### src/rtl/demux_pkg.sv
// Shared constants and the slot state encoding for the 1-to-N stream demux.
package demux_pkg;

   localparam int         ERR_CNT_W   = 8;
   localparam logic [7:0] ERR_CNT_MAX = 8'hFF;

   typedef enum logic {
      SLOT_EMPTY = 1'b0,
      SLOT_FULL  = 1'b1
   } slot_state_e;

endpackage

### src/rtl/demux_slot.sv
// One-entry output register with an EMPTY/FULL handshake FSM.
// A FULL slot that is being drained this cycle counts as free, so a new
// word can replace the leaving one without a bubble.
module demux_slot
   import demux_pkg::*;
#(
   parameter int W = 8
) (
   input  logic         clk,
   input  logic         rst,
   input  logic         load,
   input  logic [W-1:0] load_data,
   input  logic         out_ready,
   output logic         out_valid,
   output logic [W-1:0] out_data,
   output logic         free
);

   slot_state_e state;

   assign out_valid = (state == SLOT_FULL);
   assign free      = (state == SLOT_EMPTY) || out_ready;

   // Slot state and data register; data changes only on load, so it stays stable while EMPTY.
   always_ff @(posedge clk) begin
      // NOTE: the data register is reset too, because out_data must read 0 after reset;
      // a register with no observable reset value could skip this.
      if (rst) begin
         state    <= SLOT_EMPTY;
         out_data <= '0;
      end else begin
         // NOTE: non-blocking assignments keep every flop sampling pre-edge values.
         case (state)
            SLOT_EMPTY: begin
               if (load) begin
                  state    <= SLOT_FULL;
                  out_data <= load_data;
               end
            end
            SLOT_FULL: begin
               if (load) begin
                  out_data <= load_data;
               end else if (out_ready) begin
                  state <= SLOT_EMPTY;
               end
            end
            default: state <= SLOT_EMPTY;
         endcase
      end
   end

endmodule

### src/rtl/demux_1xn_stream.sv
// Registered 1-to-N stream demultiplexer with broadcast, a legacy one-hot
// view of the last routing decision and a saturating drop counter.
module demux_1xn_stream
   import demux_pkg::*;
#(
   parameter int N = 8,
   parameter int W = 8,
   localparam int SEL_W = $clog2(N)
) (
   input  logic                 clk,
   input  logic                 rst,
   input  logic                 in_valid,
   output logic                 in_ready,
   input  logic [W-1:0]         in_data,
   input  logic [SEL_W-1:0]     in_sel,
   input  logic                 in_bcast,
   output logic [N-1:0]         out_valid,
   input  logic [N-1:0]         out_ready,
   output logic [N*W-1:0]       out_data,
   output logic [N-1:0]         sel_onehot,
   output logic [ERR_CNT_W-1:0] err_cnt
);

   logic [N-1:0] free;
   logic [N-1:0] sel_dec;
   logic [N-1:0] load;
   logic         sel_in_range;
   logic         accept;

   // A select beyond N-1 only exists when N is not a power of two; it decodes to all zeros.
   assign sel_in_range = (int'(in_sel) < N);
   assign sel_dec      = sel_in_range ? ({{(N-1){1'b0}}, 1'b1} << in_sel) : '0;
   assign accept       = in_valid && in_ready;

   // Ready reduction and per-slot load enables; ready never looks at in_valid.
   always_comb begin
      // NOTE: defaults first so every path assigns both outputs and no latch is inferred.
      in_ready = 1'b0;
      load     = '0;
      if (in_bcast) begin
         in_ready = &free;
         load     = accept ? '1 : '0;
      end else if (sel_in_range) begin
         in_ready = |(free & sel_dec);
         load     = accept ? sel_dec : '0;
      end else begin
         // Out-of-range words are swallowed so the producer never stalls on them.
         in_ready = 1'b1;
      end
   end

   // Last routing decision: one-hot for unicast, all ones for broadcast, held on drops.
   always_ff @(posedge clk) begin
      if (rst) begin
         sel_onehot <= '0;
      end else if (accept && in_bcast) begin
         sel_onehot <= '1;
      end else if (accept && sel_in_range) begin
         sel_onehot <= sel_dec;
      end
   end

   // Saturating count of words dropped for an out-of-range select.
   always_ff @(posedge clk) begin
      if (rst) begin
         err_cnt <= '0;
      end else if (accept && !in_bcast && !sel_in_range && (err_cnt != ERR_CNT_MAX)) begin
         err_cnt <= err_cnt + 1'b1;
      end
   end

   for (genvar k = 0; k < N; k++) begin : g_slot
      demux_slot #(.W(W)) u_slot (
         .clk       (clk),
         .rst       (rst),
         .load      (load[k]),
         .load_data (in_data),
         .out_ready (out_ready[k]),
         .out_valid (out_valid[k]),
         .out_data  (out_data[k*W +: W]),
         .free      (free[k])
      );
   end

endmodule

### config.mk
export PLATFORM = sky130hd
export DESIGN_NAME = demux_1xn_stream
export DESIGN_NICKNAME = d
export VERILOG_FILES = /design/src/rtl/demux_pkg.sv /design/src/rtl/demux_slot.sv /design/src/rtl/demux_1xn_stream.sv
export SDC_FILE = /design/constraint.sdc
export NUM_CORES = 1
export LEC_CHECK = 0
export CAP_MARGIN = 20
export CORE_MARGIN = 5
export CORE_UTILIZATION = 31
export DETAILED_ROUTE_END_ITERATION = 8
export PLACE_DENSITY_LB_ADDON = 0.05
export SLEW_MARGIN = 0
export SYNTH_ARGS = -nofsm -noshare
export SYNTH_HDL_FRONTEND = slang
export SYNTH_SLANG_ARGS = --single-unit
### constraint.sdc
create_clock -name clk -period 2.55 [get_ports clk]
set_clock_uncertainty 0.05 [all_clocks]
set_input_delay 0.51 -clock clk [delete_from_list [all_inputs] [get_ports clk]]
set_output_delay 0.51 -clock clk [all_outputs]
set_load 0.05 [all_outputs]
# ---- Word level (Yosys, flattened, before mapping)
# Index checks and enable logic that the tools add are counted.
dict set report op_classes {
  n_reduce_logical 13
  bitwise_logic 9
  muxes 46
  shifts 1
}
# cell count
set ops {}
lappend ops {{$mux 8} 13}
lappend ops {{$mux 1} 25}
lappend ops {{$pmux 1 s2} 8}
lappend ops {{$and 8x8->8} 1}
lappend ops {{$logic_or 1x1->1} 8}
lappend ops {{$not 1->1} 8}
lappend ops {{$reduce_and 8->1} 1}
lappend ops {{$reduce_or 8->1} 1}
lappend ops {{$shl 1x3->8 const A} 1}
lappend ops {{$logic_and 1x1->1} 2}
lappend ops {{$reduce_bool 2->1} 1}
dict set report word_totals {
  out_inout_bits 89
  wordCells 86
  reg_bits 80
}

# ---- Logic depth before layout (Yosys ltp)
dict set report depth {
  depth_word 10
  mapped_depth 8
  ltp_nobuf 6
}

# ---- Cells and area by module
# Synthesis repeated with hierarchy kept, for this count alone.
dict set report hier_totals {
  cells_unflattened 315
  hier_area_um2 3158.0
}
# mod area_each_um2 n_inst seq_area_each_um2 cells_per_inst
set modules_own_cells {}
lappend modules_own_cells {demux_slot 321.6 8 180.2 30}
lappend modules_own_cells {demux_1xn_stream 585.6 1 160.2 75}

# ---- Worst setup path after synthesis
# OpenSTA, ideal clock, no wires.
dict set report synth_timing {
  path_kind {input-to-output}
  from {in in_sel[0]}
  to {out in_ready}
  required_time_ns 1.990
  t_arrival_ns 1.965
  slack_ns 0.025
  n_path_buf 0
  cell_stages 4
  path_cell_list {nor3b_2 > a22o_1 > a211oi_2 > a31oi_1}
}
dict set report synth_between {
  elab_chain_cells 4
}
# item line_no
set synth_lines {}
lappend synth_lines {{from (decl)} demux_1xn_stream.sv:15} ;# input logic [SEL_W-1:0] in_sel,
lappend synth_lines {{$shl 1x3->8} demux_1xn_stream.sv:32} ;# assign sel_dec = sel_in_range ? ({{(N-1){1'b0}}, 1'b1} << in_sel) : '0;
lappend synth_lines {{$and 8x8->8} demux_1xn_stream.sv:44} ;# in_ready = |(free & sel_dec);
lappend synth_lines {{$reduce_or 8->1} demux_1xn_stream.sv:44}
lappend synth_lines {{$mux 1} demux_1xn_stream.sv:40} ;# if (in_bcast) begin
lappend synth_lines {{to (decl)} demux_1xn_stream.sv:13} ;# output logic in_ready,
# No other way between the ends.

# ---- Worst setup path in the final report
dict set report layout_timing {
  from {in out_ready[7]}
  to {out in_ready}
}
dict set report layout_between {
  elab_chain_cells 4
  elab_cells_between_ends 5
}
# item line_no
set layout_lines {}
lappend layout_lines {{from (decl)} demux_1xn_stream.sv:18} ;# input logic [N-1:0] out_ready,
lappend layout_lines {{$logic_or 1x1->1 *} demux_slot.sv:22} ;# assign free = (state == SLOT_EMPTY) || out_ready;
lappend layout_lines {{$and 8x8->8} demux_1xn_stream.sv:44}
lappend layout_lines {{$reduce_or 8->1} demux_1xn_stream.sv:44}
lappend layout_lines {{$mux 1 *} demux_1xn_stream.sv:40}
# Mark *: on every way between the ends. The rest lies on a longest branch, timed or not.

==> impl_metrics.toml <==
[hold_path]
min_from = "g_slot[7].u_slot.out_data[4]$_SDFFE_PP0P_"
hp-class = "flop to flop"
min_path_cells = 2
min_to = "g_slot[7].u_slot.out_data[4]$_SDFFE_PP0P_"

[place]
place_hpwl_mm = 6.84
gp_congestion = 0.790
portBuffers = 103
post-place-ws_ns = -0.444

[clocking]
htreeDepth = 3
cts_tree = "done"
clockBufferDepth = 2
clockRootBuffer = "clkbuf_8"
cts-buffers-inserted = 9
cts.reportedPaths.clkPinSlew_ns = 0.08
cts-hold-fix-buffers = 0
clk_latency_ns = 0.34
cts_sinks = 80

[detailed_routing]
routed_wl_mm = 9.59
post_drt_wl_per_cell_um = 16.2
num_vias = 2622
antenna_left = 0
drt_iter0_drc = 93
drc = 0
viasPerCell = 4.44
dr.pass1.iters = 4

[worst_setup_path]
path_max_fanout = 3
worst-r2r-cell-count = 9
cp_slowest_cell = "clkdlybuf4s50_1"
cp-end-kind = "output pin"
r2r_start = "g_slot[3].u_slot.out_valid$_SDFF_PP0_"
path_cells = "clkdlybuf4s50_1, nand2b_1, a22o_2, a221oi_4, a31oi_2, buf_12"
r2r_slack_ns = 0.41
slowest_delay_ns = 0.39
path_buf_inv = 2
cp_num_cells = 6
cp_data_required_time_ns = 1.99
r2r-end = "g_slot[3].u_slot.out_data[5]$_SDFFE_PP0P_"
crit_arrival_ns = 1.93
critPathLaunchType = "input port"
cp_top_family = "compound AO/OA/AOI/OAI gates"
crit_type = "input port to output pin"

[timing]
period_minus_slack_ns = 2.49
hold_slack_ns = 0.423
max_freq_ghz = 0.402
fin_crit_sh_pct = 97.6
slew_headroom_pct = 63.6
worst_slack_ns = 0.0617
setup_viol = 0
worstMarginPinSlew_ns = 0.545
rsz0062_at_grt = "true"
timing_hold_violations_final = 0
finalMaxSlewViolations = 0
setup_tns_ns = 0

[status]
outcome = "finished clean"

[power_and_ir_drop]
power_density_nw_per_um2 = 658
vdd_ir_drop_max_uv = 301
leakagePower_nw = 2.16

[synth]
synth_top_area_cell = "dfxtp_1"
yosys_register_bits = 80
netlist_top_cells_area = "dfxtp_1 (46%), mux2i_1 (19%), nand2b_1 (14%), buf_4 (4.1%), a211oi_1 (1.7%)"
ys_seq_area_share_pct = 46.3
synth_cells = 332
synth-simple-area-share_pct = 18.8
synth_top_cell_area_share_pct = 46.3
avgSynthCellArea_um2 = 10.4
yosys_warnings = 0
synth-compound-area-share_pct = 8.47
synth_edf_count = 0
ys_types = 36
synthMuxAreaShare_pct = 18.5
ys.flop_type = "dfxtp_1"
syn_area_um2 = 3460
synth_top_family_by_area = "simple AND/OR/NAND/NOR gates"
synth-xor-area-share_pct = 0
yosys.area_share.adder_pct = 0
async_flop_share_pct = 0

[global_routing]
grt_max_degree = 36
grt_pass1_vias = 2726
antenna_found_initial = 0
gr-usage-all-layers_pct = 14.4
grt_pass1_wl_mm = 14.8
grt.overflow.total = 0

[layout]
antenna_cells = 0
drive_above_1_share_pct = 15.1
nNetsFinal = 469
final_cell_mix = "clkdlybuf4s50_1 (98), dfxtp_1 (80), nand2b_1 (79), mux2i_1 (64), buf_4 (31)"
layout_commonest_cell = "clkdlybuf4s50_1"
area_growth_pct = 45.5

[floorplan]
dieArea_um2 = 13400
io_pins = 112
rows = 38
die_y_um = 116
initial_utilization_pct = 31.8
coreArea_um2 = 10900
fp.dieW_um = 116

[job]
max_cap_viol_count = 0
## kinds of logic (layout without fill, tap and decap cells)
group                  Yosys count  count (layout)
and+or+nand+nor                104             104
muxes                           64              64
DFF                             80              80
AOI/OAI and AO/OA               34              34
other                            1               8
buffers and inverters           49             161
## Yosys cell counts, types with 3 or more instances
| master | count |
|---|---|
| clkbuf_1 | 10 |
| nand2b_1 | 80 |
| inv_1 | 5 |
| a211oi_1 | 8 |
| buf_4 | 19 |
| nor2_1 | 9 |
| a21oi_1 | 8 |
| dfxtp_1 | 80 |
| and3b_1 | 3 |
| o21ai_0 | 5 |
| buf_1 | 8 |
| mux2i_1 | 64 |
| buf_2 | 6 |
## registers in the layout (all words and copies together) (netlist names)
signal	count
g_slot.u_slot.out_data	64
g_slot.u_slot.out_valid	8
sel_onehot	8
## worst reg2reg max path: cells and delay by family, from the launching register on
kind                   cells  cell delay [ns]
flip-flops                 1             0.38
AO/OA/AOI/OAI              4             0.77
AND/OR/NAND/NOR            1             0.08
multiplexers               1             0.18
buffers and inverters      3             0.61
## metrics by stage
step                      cells  power (mW)  area (µm²)  utilization [%]
final                       591        3.31        5030             46.2
after global routing        591        3.47        5030             46.2
after CTS                   591        3.36        5020             46.1
after detailed placement    573        2.36        4780             43.9
after global placement      573        2.36        4780             43.9
after floorplan             339        2.03        3480                -
## layer usage
metal | vias to the layer above | share of wire (%) | wire [µm] | track usage (%)
li1 | 1315 | - | - | -
met1 | 1226 | 46 | 4410 | 19.1
met2 | 75 | 45 | 4310 | 22.3
met3 | 6 | 8.3 | 791 | 5.80
met4 | 0 | 0.79 | 76 | 3.25
met5 | - | 0 | 0 | 0
## report_power, final
part / internal [mW] / total (mW) / switching, mW
Clock: 0.489 / 0.976 / 0.487
Sequential: 1.34 / 1.39 / 0.0478
Combinational: 0.369 / 0.950 / 0.581
## cell type report
type | instances | area (µm²)
tap | 140 | 175
inverter | 5 | 18.8
sequential | 80 | 1600
timing repair buffer | 140 | 1390
clock buffer | 11 | 141
multi-input combinational | 210 | 1650
fill | 1093 | 5860
clock inverter | 5 | 65.1
## timing repair
action                                  4_1_cts  5_1_grt
pin swaps                                     1        0
gates cloned                                  0        0
gates resized for setup                       6        2
buffers inserted                              2        0
endpoints found under the setup margin       20        9
## worst max path at each step
| stage | to | startpoint | slack, ns |
|---|---|---|---|
| after floorplan | in_ready | in_sel[0] | 0.02 |
| after global placement | g_slot[3].u_slot.out_data[6]$_SDFFE_PP0P_ | in_sel[2] | -0.36 |
| after global routing | in_ready | out_ready[6] | -0.00003 |
| final | in_ready | out_ready[7] | 0.06 |
| after detailed placement | g_slot[3].u_slot.out_data[5]$_SDFFE_PP0P_ | in_sel[2] | -0.44 |
| after CTS | in_ready | out_ready[3] | 0.02 |
(Power assumes the default switching activity.)
